--- src/rtl/circuit7_arbiter.sv ---
// circuit7_arbiter
//   Round-robin arbiter in front of one shared, registered inverting stage.
//   Each cycle at most one requester is granted. Its data bit is inverted and
//   registered, together with its index, so the result appears one cycle later.
//
// Ports
//   clk        : single clock, all state changes on the rising edge
//   aresetn    : asynchronous active-low reset
//   req_valid  : [N] per-requester request strobe
//   req_a      : [N] per-requester data bit
//   hold       : blocks all grants for the current cycle
//   req_ready  : [N] one-hot grant (or zero), combinational
//   q_valid    : registered result valid
//   q          : registered ~req_a of the granted requester
//   q_id       : [IDW] registered index of the granted requester
//   grant_cnt  : [8] registered count of accepted requests, saturates at 255
module circuit7_arbiter #(
  parameter int N   = 4,
  parameter int IDW = 2   // must equal ceil(log2(N))
) (
  input  logic           clk,
  input  logic           aresetn,
  input  logic [N-1:0]   req_valid,
  input  logic [N-1:0]   req_a,
  input  logic           hold,
  output logic [N-1:0]   req_ready,
  output logic           q_valid,
  output logic           q,
  output logic [IDW-1:0] q_id,
  output logic [7:0]     grant_cnt
);

  logic [IDW-1:0] ptr_q, ptr_d;
  logic           q_valid_q;
  logic           q_q;
  logic [IDW-1:0] q_id_q;
  logic [7:0]     cnt_q, cnt_d;

  logic           found;
  logic [IDW-1:0] gnt_idx;
  logic [IDW-1:0] scan_idx;
  logic           grant;

  // Scan from ptr upward with wrap; the first valid lane wins.
  always_comb begin
    found    = 1'b0;
    gnt_idx  = '0;
    scan_idx = '0;
    for (int k = 0; k < N; k++) begin
      scan_idx = IDW'((32'(ptr_q) + 32'(k)) % 32'(N));
      if (!found && req_valid[scan_idx]) begin
        found   = 1'b1;
        gnt_idx = scan_idx;
      end
    end
  end

  // aresetn is folded in so no handshake can be signalled while in reset.
  assign grant = found && !hold && aresetn;

  always_comb begin
    req_ready = '0;
    if (grant) req_ready[gnt_idx] = 1'b1;
  end

  always_comb begin
    ptr_d = ptr_q;
    if (grant) ptr_d = (gnt_idx == IDW'(N - 1)) ? '0 : gnt_idx + 1'b1;
  end

  always_comb begin
    cnt_d = cnt_q;
    if (grant && cnt_q != 8'hFF) cnt_d = cnt_q + 8'd1;
  end

  always_ff @(posedge clk or negedge aresetn) begin
    if (!aresetn) begin
      ptr_q     <= '0;
      q_valid_q <= 1'b0;
      q_q       <= 1'b0;
      q_id_q    <= '0;
      cnt_q     <= 8'd0;
    end else begin
      ptr_q     <= ptr_d;
      q_valid_q <= grant;
      cnt_q     <= cnt_d;
      // Result and id only load on a grant, so idle cycles keep the last
      // result and never sample data from a non-granted lane.
      if (grant) begin
        q_q    <= ~req_a[gnt_idx];
        q_id_q <= gnt_idx;
      end
    end
  end

  assign q_valid   = q_valid_q;
  assign q         = q_q;
  assign q_id      = q_id_q;
  assign grant_cnt = cnt_q;

endmodule
--- config.mk ---
export PLATFORM = sky130hd
export DESIGN_NAME = circuit7_arbiter
export DESIGN_NICKNAME = d
export VERILOG_FILES = /design/src/rtl/circuit7_arbiter.sv
export SDC_FILE = /design/constraint.sdc
export NUM_CORES = 1
export LEC_CHECK = 0
export CAP_MARGIN = 20
export CORE_MARGIN = 4
export CORE_UTILIZATION = 43
export DETAILED_ROUTE_END_ITERATION = 10
export GPL_TIMING_DRIVEN = 0
export PLACE_DENSITY = 0.83
export SLEW_MARGIN = 20
export SYNTH_ARGS = -nofsm -noshare
export SYNTH_HDL_FRONTEND = slang
export SYNTH_SLANG_ARGS = --single-unit
--- constraint.sdc ---
create_clock -name clk -period 1.76 [get_ports clk]
set_input_delay 0.264 -clock clk [delete_from_list [all_inputs] [get_ports clk]]
set_output_delay 0.264 -clock clk [all_outputs]
set_load 0.03 [all_outputs]
# Word-level counts from Yosys, hierarchy flattened
# Cells that the tools add are included.
# classes
add_sub_neg	5
order_cmp	6
n_eq_ne	2
n_mux	22
bitwise_logic	1
n_reduce_logical	11
# op_table
cell	count
$lt A2 B3 Y1 const B	5
$bmux W1 S2	5
$mux W1	10
$mux W2	5
$add A8 B1 Y8 const B	1
$ne A8 B8 Y1 const B	1
$logic_and A1 B1 Y1	7
$add A2 B1 Y2 const B	2
$add A2 B2 Y2 const B	2
$logic_not A1 Y1	4
$mux W4	1
$demux W1 S2	1
$eq A2 B2 Y1 const B	1
$ge A2 B1 Y1 const B	1
$not A1 Y1	1
# totals
ff_bits	14
in_bits	11
out_inout_bits	16
elab_cells	52

# Depth between registers and ports, before layout
# logic_depth
word_depth	17
depth_mapped	7
mapped_depth_nobuf	7

# Worst setup path after synthesis
# OpenSTA, ideal clock, no wires.
# synth_path
path_type	register to output
from	register ptr_q[0]
to	output req_ready[1]
arrival_ns	1.733
required_ns	1.496
setup_slack_ns	-0.237
stages_incl_launch_ff	6
n_path_buf	0
cell_sequence	dfrtp_1 nand2b_1 a21oi_1 a21o_1 a21oi_1 nor3b_1
# synth_between
elab_chain_cells	17
elab_cells_between_ends	33
classes_between	3 x add/sub; 2 x order compare; 19 x mux; 9 x reduce/logical
# synth_rtl
element	line	rtl
start: declaration	33	logic [IDW-1:0] ptr_q, ptr_d;
start signal: assignment	84	ptr_q <= ptr_d;
branches (longest 16 deep; another with $lt A2 B3 Y1)	-	
$mux W4 *	63	if (grant) req_ready[gnt_idx] = 1'b1;
end: declaration	26	output logic [N-1:0] req_ready,
# Every way passes the cells marked *. The select of a mux whose other input is x is not followed.

# Worst setup path after layout
# layout_path
from	register ptr_q[1]
to	output req_ready[3]
# Same word-level chain as after synthesis.

==> results list <==
- Dividing the final minimum period by the clock period gives 1.12.
- Category of the critical setup timing path: register to primary output
- Violated checks: negative setup slack
* Post-route setup TNS: -0.671 ns
* Count of input and output buffers: 26
- Count of unresolved DRC violations after routing: 0
- The clock drives 14 sinks.
* Mapped Nets: 86
* Worst-path cell with the longest stage delay: dfrtp_2
- The floorplan has 15 rows.
- In this run the number of H-tree levels came out at 1.
- In the synthesized netlist the dominant register cell turns out to be dfrtp_1.
- Of all flip-flops after synthesis, the portion carrying an async set or reset was 1.00.
* Initial detailed-routing violation count: 14
- Share of total power in combinational logic: 0.599
- The via count of the first global-routing pass was 775.
* Instance count of the mapped netlist: 73
- The root buffer cell chosen for the clock tree is clkbuf_4.
* Pin count of the biggest net entering global routing: 16
- Total standard cell area after synthesis: 782 µm²
- Total power density per cell area: 1470 mW/mm²
- Initial antenna violation count: 0
- STA puts the critical path data arrival time at 1.70 ns.
* Part of the total power dissipated in sequential elements: 0.286
* Drt pass-1 iters: 4
- Grt ovf: 0
- Clock Tree Buf Depth: 2
- The final number of hold-violating endpoints is 0.
- Of all nets on the critical path, the largest fanout is 6.
- The flow ran to the end, but the final reports show violations.
* Number of storage elements in the synthesis netlist: 14
- DIE HEIGHT: 50.6 µm
* Power share of the clock group: 0.116
* Global-route usage over all layers: 0.187
- Dividing the synthesized area by the synthesized cell count gives 10.7 µm².
* Total buffers and inverters traversed by the critical path: 3
- For this configuration, the core starts out at a cell density of 0.453.
- The internal power of the cells totals 1.15 mW.
- Unrepaired setup endpoints after global routing: true
- Of the cells placed in the final design, the portion with a size suffix greater than 1 is 0.403.
- Highest Clock Rate: 508 MHz
- Number of nets in the layout: 133
* Largest stage delay on the critical path: 0.43 ns
- The HPWL after detailed placement is 1330 µm.
* P&R area growth vs syn: 72.8%
* Per-cell via count in the routed design: 5.20
- The library cell used most frequently in the layout, excluding fill and tap cells, is clkdlybuf4s50_1.
* Switching share of power: 0.421
- In this run, CTS created clock tree buffers numbering 3.
- The final number of max-transition violations is 0.
* Combined flip-flop and latch cell area: 353 µm²
- Total number of vias: 749
- Unique cell type count in the Yosys netlist: 33
* Hold_ws: 0.000631 ns
- Commonest cells after routing, fill and taps aside: clkdlybuf4s50_1, buf_4, dfrtp_1
- The worst setup path is captured at a primary output.
- Peak supply drop: 1180 µV
- In the final layout, the multi-input gates occupy 505 µm².
* Post-synth EDFFs: 0
* Max-cap violations: 0
* Post-route ant nets: 0
- The congestion estimate from routability-driven global placement came to 0.793.
* Width of the chip: 50.6 µm
- Final setup vio count: 4
* Class of the most critical hold timing path: primary input to async pin
- Fill cell total of the finished layout: 119
* Min Tclk post-route: 1.97 ns
- Synth warn: 0
* CP startpoint kind: register
* Placeable core region: 0.00173 mm²
- Leakage dissipation: 0.621 nW
* Total Routed Length: 2300 µm
* Die Outline Area: 0.00256 mm²
- Sequential cell area fraction in the yosys report: 0.448
* Setup Skew: 0.00194 ns
* Wire length of the first global-routing pass: 3680 µm
* Latest clock arrival within the worst-skew pair: 0.28 ns
* Slew Limit Headroom: 0.709
- Cells traversed along the worst timing path: buf_4 > a211o_1 > inv_1 > ha_2 > and2_4 > buf_6
* Top-level port count: 27
- At the pin with the least slew margin, the transition time is 0.437 ns.
- For the worst setup path, the data required time is 1.50 ns.
- Post-CTS Hold Fix Bufs: 0
- Among cell families on the critical path, the largest total delay comes from flip-flops.
- Diodes inserted: 0
- Final WS setup: -0.208 ns
- TritonCTS built the clock tree.
- Clock-pin slew was measured on the worst setup and hold paths at 0.08 ns.
- Routed length per instance: 16.0 µm
* P_sw: 838 µW
## cells by family (layout without fill, tap and decap cells)
group,count (synthesis),after routing,synth area share
mux,3,3,0.0464
fa+ha+maj,2,2,0.0320
simple gates,26,26,0.205
buf+inv,6,52,0.0384
xor+xnor,7,7,0.0784
compound gates,15,15,0.152
flops,14,14,0.448
## Yosys cell counts (3+ instances only)
cell type	number	area share
a21oi_1	4	0.026
dfrtp_1	14	0.45
inv_1	4	0.019
nand2_1	5	0.024
nand3_1	3	0.019
xnor2_1	5	0.056
## through the flow
step / instances / setup WS (ns) / power [mW] / area (µm²) / util
6_report: 144 / -0.208 / 1.99 / 1350 / 0.783
5_1_grt: 144 / -0.280 / 2.12 / 1350 / 0.783
4_1_cts: 140 / -0.176 / 1.89 / 1300 / 0.751
3_5_place_dp: 124 / -1.38 / 1.41 / 1080 / 0.628
3_3_place_gp: 124 / -1.32 / 1.39 / 1080 / 0.628
2_1_floorplan: 73 / -0.110 / 1.08 / 792 / -
## flip-flops by register name, indices dropped and copies added, names as in the netlist
signal     count
q_valid        1
q_id           2
q              1
grant_cnt      8
ptr_q          2
## cell type report
type	count	area share
repair buffers	42	0.290
flip-flops and latches	14	0.261
well taps	25	0.0231
plain buffers	1	0.0111
clock buffers	4	0.0269
multi-input cells	53	0.374
inverters	5	0.0139
## path summary, 6_finish.rpt
kind | from | end | slack (ns) | cells past startpoint
worst max-delay path | ptr_q[1] | req_ready[3] | -0.21 | 6
worst min-delay path | aresetn | grant_cnt[5] | 0.0006 | 1
worst max register to register | grant_cnt[3] | grant_cnt[1] | 0.09 | 4
worst min register to register | q_id[1] | q_id[1] | 0.48 | 1
max in group asynchronous | aresetn | ptr_q[0] | 1.43 | 1
min in group clk | q_id[1] | q_id[1] | 0.48 | 1
## power by group through the flow
stage	combinational, mW	sequential, mW	clock (mW)
2_1_floorplan	0.332	0.746	0
3_3_place_gp	0.815	0.571	0
3_5_place_dp	0.833	0.574	0
4_1_cts	1.09	0.562	0.236
5_1_grt	1.27	0.598	0.247
6_report	1.19	0.568	0.230
## what timing repair did
item,CTS,global route
buffers inserted,12,4
resized for setup,55,6
pin swaps,6,4
setup endpoints to repair,14,5
## routing by layer
| metal | up-vias | global-route usage | routed length [µm] |
|---|---|---|---|
| met3 | 4 | 0.0386 | 130 |
| met1 | 359 | 0.226 | 977 |
| met4 | 0 | 0.0673 | 32 |
| met5 | - | 0 | 0 |
| met2 | 30 | 0.326 | 1160 |
| li1 | 356 | - | - |
## worst register-to-register path: cells and delay by family (launching register included)
kind,cells,cell delay [ns]
AO/OA/AOI/OAI,1,0.33
flip-flops,1,0.44
multiplexers,1,0.36
AND/OR/NAND/NOR,2,0.43
(Power assumes the default switching activity.)
